**src/rtl/pixel_span_iterator.sv**
```systemverilog
// Rasteriser stage-1 iterator: clips a bounding box to the screen and walks it row-major in
// spans of LANES pixels, emitting one registered beat per handshake with a lane mask and
// an incrementally maintained Z-buffer address.
module pixel_span_iterator #(
  parameter int unsigned COORD_W  = 16,
  parameter int unsigned SCREEN_W = 320,
  parameter int unsigned SCREEN_H = 240,
  parameter int unsigned LANES    = 4,
  parameter int unsigned ADDR_W   = 17
) (
  input  logic               i_clk,
  input  logic               i_rst_n,
  input  logic               i_start,
  input  logic               i_abort,
  input  logic [COORD_W-1:0] i_min_x,
  input  logic [COORD_W-1:0] i_max_x,
  input  logic [COORD_W-1:0] i_min_y,
  input  logic [COORD_W-1:0] i_max_y,
  output logic               o_busy,
  output logic               o_valid,
  input  logic               i_ready,
  output logic [COORD_W-1:0] o_x,
  output logic [COORD_W-1:0] o_y,
  output logic [LANES-1:0]   o_mask,
  output logic [ADDR_W-1:0]  o_zb_addr,
  output logic               o_done
);

  // Two guard bits so x+LANES never wraps before the signed compare against cx1.
  typedef logic signed [COORD_W+1:0] wide_t;
  typedef enum logic [1:0] {StIdle, StRun, StDone} state_e;

  localparam logic [COORD_W-1:0] XLim   = COORD_W'(SCREEN_W - 1);
  localparam logic [COORD_W-1:0] YLim   = COORD_W'(SCREEN_H - 1);
  localparam logic [ADDR_W-1:0]  Pitch  = ADDR_W'(SCREEN_W);
  localparam logic [ADDR_W-1:0]  AStep  = ADDR_W'(LANES);
  localparam logic [COORD_W-1:0] XStep  = COORD_W'(LANES);
  localparam logic [COORD_W-1:0] YStep  = COORD_W'(1);
  localparam wide_t              LanesW = wide_t'(LANES);

  function automatic wide_t widen(input logic [COORD_W-1:0] v);
    return wide_t'($signed(v));
  endfunction

  state_e              state_q, state_d;
  logic [COORD_W-1:0]  cx0_q, cx0_d, cx1_q, cx1_d, cy1_q, cy1_d;
  logic [COORD_W-1:0]  x_q, x_d, y_q, y_d;
  logic [ADDR_W-1:0]   addr_q, addr_d, row_q, row_d;
  logic [LANES-1:0]    mask_q, mask_d;
  logic                valid_q, valid_d, done_q, done_d, busy_q, busy_d;

  logic [COORD_W-1:0]  clip_x0, clip_x1, clip_y0, clip_y1;
  logic                clip_empty;
  logic [ADDR_W-1:0]   start_addr;

  // Clip the requested box to the screen; the single constant multiply lives here.
  always_comb begin
    clip_x0    = i_min_x[COORD_W-1] ? '0 : i_min_x;
    clip_y0    = i_min_y[COORD_W-1] ? '0 : i_min_y;
    clip_x1    = ($signed(i_max_x) > $signed(XLim)) ? XLim : i_max_x;
    clip_y1    = ($signed(i_max_y) > $signed(YLim)) ? YLim : i_max_y;
    clip_empty = ($signed(clip_x0) > $signed(clip_x1)) || ($signed(clip_y0) > $signed(clip_y1));
    start_addr = ADDR_W'(clip_y0) * Pitch + ADDR_W'(clip_x0);
  end

  // Walk state machine: next state, next beat position and next address.
  always_comb begin
    state_d = state_q;
    cx0_d   = cx0_q;
    cx1_d   = cx1_q;
    cy1_d   = cy1_q;
    x_d     = x_q;
    y_d     = y_q;
    addr_d  = addr_q;
    row_d   = row_q;
    unique case (state_q)
      StIdle: begin
        if (i_start) begin
          cx0_d = clip_x0;
          cx1_d = clip_x1;
          cy1_d = clip_y1;
          if (clip_empty) begin
            state_d = StDone;
          end else begin
            state_d = StRun;
            x_d     = clip_x0;
            y_d     = clip_y0;
            row_d   = start_addr;
            addr_d  = start_addr;
          end
        end
      end
      StRun: begin
        // Abort wins over a simultaneous handshake: the pending beat is dropped.
        if (i_abort) begin
          state_d = StDone;
        end else if (i_ready) begin
          if (widen(x_q) + LanesW <= widen(cx1_q)) begin
            x_d    = x_q + XStep;
            addr_d = addr_q + AStep;
          end else if ($signed(y_q) < $signed(cy1_q)) begin
            x_d    = cx0_q;
            y_d    = y_q + YStep;
            row_d  = row_q + Pitch;
            addr_d = row_q + Pitch;
          end else begin
            state_d = StDone;
          end
        end
      end
      StDone:  state_d = StIdle;
      default: state_d = StIdle;
    endcase
    valid_d = (state_d == StRun);
    done_d  = (state_d == StDone);
    busy_d  = (state_d != StIdle);
  end

  // Lane mask for the next beat: lane k is live while x+k stays inside the clipped box.
  always_comb begin
    mask_d = '0;
    for (int unsigned k = 0; k < LANES; k++) begin
      mask_d[k] = (widen(x_d) + wide_t'(k) <= widen(cx1_d));
    end
  end

  // State and registered outputs.
  always_ff @(posedge i_clk or negedge i_rst_n) begin
    if (!i_rst_n) begin
      state_q <= StIdle;
      cx0_q   <= '0;
      cx1_q   <= '0;
      cy1_q   <= '0;
      x_q     <= '0;
      y_q     <= '0;
      addr_q  <= '0;
      row_q   <= '0;
      mask_q  <= '0;
      valid_q <= 1'b0;
      done_q  <= 1'b0;
      busy_q  <= 1'b0;
    end else begin
      state_q <= state_d;
      cx0_q   <= cx0_d;
      cx1_q   <= cx1_d;
      cy1_q   <= cy1_d;
      x_q     <= x_d;
      y_q     <= y_d;
      addr_q  <= addr_d;
      row_q   <= row_d;
      mask_q  <= mask_d;
      valid_q <= valid_d;
      done_q  <= done_d;
      busy_q  <= busy_d;
    end
  end

  assign o_busy    = busy_q;
  assign o_valid   = valid_q;
  assign o_done    = done_q;
  assign o_x       = x_q;
  assign o_y       = y_q;
  assign o_mask    = mask_q;
  assign o_zb_addr = addr_q;

endmodule
```
**config.mk**
```make
export PLATFORM = sky130hd
export DESIGN_NAME = pixel_span_iterator
export DESIGN_NICKNAME = d
export VERILOG_FILES = /design/src/rtl/pixel_span_iterator.sv
export SDC_FILE = /design/constraint.sdc
export NUM_CORES = 1
export LEC_CHECK = 0
export CORE_MARGIN = 2
export CORE_UTILIZATION = 45
export CTS_BUF_LIST = sky130_fd_sc_hd__clkbuf_8
export CTS_CLUSTER_DIAMETER = 80
export DETAILED_ROUTE_END_ITERATION = 7
export PLACE_DENSITY = 0.69
export SETUP_SLACK_MARGIN = 0.3
export SYNTH_ARGS = -nofsm -noshare
export SYNTH_HDL_FRONTEND = slang
export SYNTH_SLANG_ARGS = --single-unit
```
**constraint.sdc**
```tcl
create_clock -name i_clk -period 6 [get_ports i_clk]
set_input_delay 0.6 -clock i_clk [delete_from_list [all_inputs] [get_ports i_clk]]
set_output_delay 0.6 -clock i_clk [all_outputs]
set_load 0.05 [all_outputs]
```
==> flow_summary.json, run 1 <==
{
  "timing.slew.headroom_pct": 45.6,
  "max_freq_mhz": 165,
  "initial_core_util_pct": 46.0,
  "dr.pass1.iters": 5,
  "ir_worst_vdd_uv": 354,
  "cp-start-kind": "flop",
  "required_ns": 6.39,
  "htree_num_levels": 4,
  "die_height_um": 162,
  "cpPeakStageDelay_ns": 0.56,
  "cp.arrival_ns": 6.44,
  "drtIter0Drc": 937,
  "io-pin-count": 125,
  "failed_checks": "setup timing",
  "whs_ns": 0.0829,
  "clkSinkCount": 122,
  "antenna_found_initial": 0,
  "routed_wl_um": 39800,
  "endpoint_kind": "flop",
  "area_growth_pct": 39.6,
  "grt_overflow": 0,
  "cap_viol_max_count": 0,
  "path_max_fanout": 6,
  "ys.flop_type": "dfrtp_1",
  "path_class": "flop to flop",
  "clk_latency_ns": 0.46,
  "antennaDiodeCount": 0,
  "hp-class": "input port to async pin",
  "setup_tns_ns": -0.0432,
  "postPlaceCellArea_mm2": 0.0147,
  "grt_start_max_net_pins": 63,
  "yosys_warnings": 0,
  "synth_cell_type_count": 80,
  "syn_nets": 1593,
  "wl_per_cell_um": 19.4,
  "final_cell_mix": "buf_4, nand2_1, ha_1",
  "grt_pass1_wl_um": 62100,
  "drv_slew": 0,
  "ys_seq_area_share_pct": 27.2,
  "dieArea_mm2": 0.0262,
  "grtUsageTotal_pct": 30.5,
  "syn_area_per_cell_um2": 8.23,
  "synth_area_mm2": 0.0112,
  "clockBufferDepth": 2,
  "slowest_stage": "or4_4",
  "utilization_pct": 64.2,
  "drt-vias-per-instance": 5.69,
  "grt_setup_unrepaired": "true",
  "yosys_register_bits": 122,
  "ant_nets": 0,
  "drc": 0,
  "fin_ws_ns": -0.0432,
  "via_count": 11700,
  "rows": 57,
  "hold_viol": 0,
  "cts_tree": "yes",
  "gp_congestion": 0.951,
  "holdBufCountCts": 0,
  "period_needed_ns": 6.04,
  "skew_ns": 0.0159,
  "p_leak_nw": 7.29,
  "port_buffers": 124,
  "synthCells": 1363,
  "synthArstFlopShare_pct": 100,
  "dp.cells": 1999,
  "die_w_um": 162,
  "synth_edf_count": 0,
  "hpwl_um": 31300,
  "path_clk_slew_ns": 0.09,
  "finalSetupViolations": 1,
  "p_per_area_mw_per_mm2": 460,
  "fin_crit_sh_pct": 101,
  "fin_cells": 2058,
  "final_common_cell": "buf_4",
  "cts_buffers": 17,
  "worst_pin_slew_ns": 0.814,
  "grt_pass1_vias": 11700,
  "core_region_area_mm2": 0.0244,
  "finish.instance_area_mm2": 0.0157,
  "root_buffer": "clkbuf_8",
  "drive_gt1_share_pct": 23.5,
  "fin_nets": 1951,
  "outcome": "complete, but fails checks"
}
flip-flops by register name, indices dropped and copies added, names as in the netlist:
signal and count:
o_zb_addr 17, row_q 17, cx1_q 16, cy1_q 16
o_x 16, o_y 16, cx0_q 15, o_mask 4
state_q 2, o_busy 1, o_done 1, o_valid 1
per-layer routing:
layer  wire, µm  up-vias  global-route usage (%)
met2      19500      399                    52.7
met3       2450       88                    4.14
met4       1370        0                    11.9
met1      16500     5608                    38.6
met5          0        -                       0
li1           -     5623                       -
per-stage QoR:
| stage | setup slack, ns | total power, W |
|---|---|---|
| 6_report | -0.0432 | 0.00720 |
| 5_1_grt | -0.269 | 0.00768 |
| 4_1_cts | -0.0575 | 0.00707 |
| 3_5_place_dp | -0.438 | 0.00600 |
| 3_3_place_gp | -0.287 | 0.00592 |
| 2_1_floorplan | 0.242 | 0.00419 |
cell type report:
| class | instances | area [µm²] |
|---|---|---|
| timing repair buffer | 391 | 3300 |
| clock buffer | 19 | 262 |
| sequential | 122 | 3060 |
| tap | 324 | 405 |
| clock inverter | 13 | 141 |
| inverter | 86 | 325 |
| multi-input combinational | 1103 | 8160 |
| fill | 2163 | 8730 |
synthesized netlist by cell type (6+ instances only):
library cell | instances | area share (%)
nor2b_1 | 35 | 2.0
nor4_1 | 16 | 0.89
or3_1 | 7 | 0.39
a211oi_1 | 14 | 0.94
a22oi_1 | 6 | 0.40
o21ai_0 | 91 | 4.1
clkbuf_1 | 40 | 1.3
dfrtp_1 | 122 | 27
inv_1 | 84 | 2.8
nand2b_1 | 22 | 1.2
xnor2_1 | 56 | 4.4
nand2_1 | 173 | 5.8
a31oi_1 | 17 | 0.95
o211ai_1 | 14 | 0.94
xor2_1 | 33 | 2.6
o21a_1 | 26 | 1.7
a22o_1 | 9 | 0.70
buf_2 | 6 | 0.27
o22ai_1 | 17 | 0.95
a21oi_1 | 98 | 4.4
nor3_1 | 17 | 0.76
nand3_1 | 41 | 1.8
nor2_1 | 82 | 2.7
a21o_1 | 28 | 1.9
and3_1 | 17 | 0.95
nand4_1 | 32 | 1.8
ha_1 | 159 | 18
critical path: cells and delay by family, from the launching register on:
| family | cells | cell delay [ns] |
|---|---|---|
| flip-flops | 1 | 0.44 |
| AO/OA/AOI/OAI | 9 | 1.83 |
| adder cells (fa/ha/maj) | 3 | 0.74 |
| multiplexers | 1 | 0.28 |
| XOR/XNOR | 2 | 0.26 |
| buffers and inverters | 5 | 0.74 |
| AND/OR/NAND/NOR | 8 | 1.69 |
report_power, final:
group          total, W  switching (W)  internal, W
Sequential      0.00145       0.000336      0.00111
Combinational   0.00497        0.00278      0.00219
Clock          0.000778       0.000385     0.000393
Total           0.00720        0.00350      0.00370
final timing paths:
path	start	cells after the start	end	slack (ns)
min in group i_clk	cx0_q[8]	2	cx0_q[8]	0.48
worst min register to register	cx0_q[8]	2	cx0_q[8]	0.48
max in group asynchronous	i_rst_n	2	o_x[9]	4.81
worst max register to register	o_x[3]	28	o_mask[1]	-0.04
worst max-delay path	o_x[3]	28	o_mask[1]	-0.04
worst min-delay path	i_rst_n	1	o_y[11]	0.08
what timing repair did:
action                                  CTS  global route
pin swaps                                39            24
gates resized for setup                  52            23
endpoints found under the setup margin    4             4
buffers inserted                         20             7
cell families after synthesis:
| family | after synthesis | share of synthesized area [%] |
|---|---|---|
| and+or+nand+nor | 472 | 20.7 |
| AOI/OAI and AO/OA | 375 | 21.7 |
| adders and majority gates | 161 | 18.1 |
| buffers and inverters | 138 | 4.75 |
| DFF | 122 | 27.2 |
| xor gates and xnor gates | 89 | 6.95 |
| muxes | 6 | 0.569 |
Power figures use the tool's default switching activity.
==> run 2: changes to the inputs <==
- CAP_MARGIN: not set -> 20
- CTS_BUF_LIST: sky130_fd_sc_hd__clkbuf_8 -> not set
- SKIP_LAST_GASP: not set -> 1
==> run 2 against run 1 <==
Global-route usage hardly changed; first-iteration DRC count down 11%; maximum frequency down 0.21%; clock power rose by 36%; power is 5.1% higher; the run still ends with setup timing left.
==> flow_summary.json, run 2 (synthesis gave the netlist of run 1 again) <==
{
  "outcome": "complete, but fails checks",
  "failed_checks": "setup timing",
  "final_cell_mix": "buf_4, nand2_1, ha_1",
  "use_met2_pct": 53.0,
  "ant_nets": 0,
  "r2r_cells": 26,
  "worst_pin_slew_ns": 0.805,
  "antenna_found_initial": 0,
  "drt-vias-per-instance": 5.73,
  "area_growth_pct": 43.1,
  "path_class": "flop to flop",
  "regToRegStartpoint": "o_x[3]",
  "hp-class": "input port to async pin",
  "core_region_area_mm2": 0.0244,
  "clkSinkCount": 122,
  "htree_num_levels": 4,
  "p_per_area_mw_per_mm2": 472,
  "timing.rr.end": "o_mask[1]",
  "p_leak_nw": 7.46,
  "grt_setup_unrepaired": "true",
  "dieArea_mm2": 0.0262,
  "period_needed_ns": 6.06,
  "fin_ws_ns": -0.0557,
  "cts_buffers": 17,
  "n_fill_cell": 2069,
  "hold_viol": 0,
  "skew_ns": 0.0126,
  "cp.arrival_ns": 6.41,
  "grt_pass1_wl_um": 62300,
  "met1_usage_pct": 38.8,
  "port_buffers": 124,
  "finalSetupViolations": 1,
  "grt_util_met3_pct": 3.75,
  "r2r_setup_slack_ns": -0.06,
  "top_usage_layer": "met2",
  "fin_crit_sh_pct": 101,
  "finalPower_w": 0.00757,
  "initial_core_util_pct": 46.0,
  "clk_latency_ns": 0.43,
  "grtUsageTotal_pct": 30.5,
  "drv_slew": 0,
  "crit_top_cell": "buf_4",
  "cp_top_family": "simple AND/OR/NAND/NOR gates",
  "io-pin-count": 125,
  "wl_per_cell_um": 19.5,
  "timing.slew.headroom_pct": 46.2,
  "path_max_fanout": 4,
  "cap_viol_max_count": 0,
  "drive_gt1_share_pct": 24.5,
  "clockBufferDepth": 2,
  "grt_overflow": 0,
  "max_freq_mhz": 165,
  "preCtsSetupSlack_ns": -0.438,
  "required_ns": 6.35,
  "holdBufCountCts": 0,
  "drc": 0,
  "final_common_cell": "buf_4",
  "root_buffer": "clkbuf_16",
  "via_count": 11800,
  "die_height_um": 162,
  "dr.pass1.iters": 5,
  "fin_nets": 1957,
  "drtIter0Drc": 837,
  "path_clk_slew_ns": 0.06,
  "die_w_um": 162,
  "cts_tree": "yes",
  "slowest_stage": "or4_4",
  "antennaDiodeCount": 0,
  "whs_ns": 0.126,
  "routed_wl_um": 40300,
  "hpwl_um": 31300,
  "grt_start_max_net_pins": 63,
  "path_buf_inv": 5,
  "cpPeakStageDelay_ns": 0.61,
  "gp_congestion": 0.951,
  "cp-start-kind": "flop",
  "rows": 57,
  "grt_pass1_vias": 11700,
  "ir_worst_vdd_uv": 361,
  "endpoint_kind": "flop"
}
run 2: worst max-delay path by stage:
stage                from         to  slack [ns]  depth (start not counted)
5_1_grt            o_x[3]  o_mask[1]       -0.23                         27
3_5_place_dp   i_max_x[6]  o_mask[1]       -0.44                         25
3_3_place_gp   i_max_x[6]  o_mask[1]       -0.29                         25
2_1_floorplan      o_x[3]  o_mask[1]        0.24                         28
6_report           o_x[3]  o_mask[1]       -0.06                         26
4_1_cts            o_x[3]  o_mask[1]       -0.05                         28
run 2: worst reg2reg max path: stages, from the launching register on:
cell and delay (ns):
dfrtp_2 0.43, ha_4 0.16, nand3_4 0.08, nor2_4 0.17
and3_4 0.20, and3_4 0.20, xor2_4 0.09, ha_4 0.29
nand4_1 0.14, buf_4 0.20, a311o_1 0.38, buf_4 0.19
a31oi_4 0.25, o21ai_0 0.21, a31o_1 0.23, a22o_2 0.30
or4_4 0.61, buf_12 0.16, nor4b_4 0.26, xor2_1 0.11
ha_1 0.29, buf_4 0.10, nand3_1 0.12, nor4_1 0.41
buf_4 0.19, a21oi_1 0.07, a21oi_1 0.15
run 2: through the flow:
step | instances | TNS, ns | cell area, µm² | util, %
floorplan | 1363 | 0 | 11400 | -
global placement | 1999 | -0.756 | 14700 | 60.1
detailed placement | 1999 | -1.23 | 14700 | 60.1
CTS | 2052 | -0.0468 | 15700 | 64.3
global route | 2064 | -0.401 | 16000 | 65.8
finish | 2064 | -0.0557 | 16000 | 65.8
run 2: power by group:
| part | internal [W] | switching [W] | leakage (nW) | total [W] |
|---|---|---|---|---|
| combinational | 0.00224 | 0.00282 | 5.69 | 0.00505 |
| clock | 0.000636 | 0.000423 | 0.286 | 0.00106 |
| sequential | 0.00112 | 0.000339 | 1.49 | 0.00145 |
run 2: area by class of cell:
class	instances	area [µm²]	area share, %
multi-input cells	1103	8280	51.6
repair buffers	397	3380	21.0
flip-flops and latches	122	3060	19.1
clock buffers	19	453	2.82
well taps	324	405	2.53
inverters	86	323	2.01
clock inverters	13	141	0.881
run 2: metal layers:
| metal | wire, µm | up-vias | part of all wire [%] |
|---|---|---|---|
| met3 | 2430 | 91 | 6.0 |
| met1 | 16800 | 5659 | 42 |
| li1 | - | 5641 | - |
| met4 | 1520 | 0 | 3.8 |
| met2 | 19600 | 442 | 49 |
| met5 | 0 | - | 0 |
run 2: what timing repair did:
action                     CTS  global route
pin swaps                   35            49
buffers inserted            21            12
setup endpoints to repair    4             4
gates resized for setup     47            57
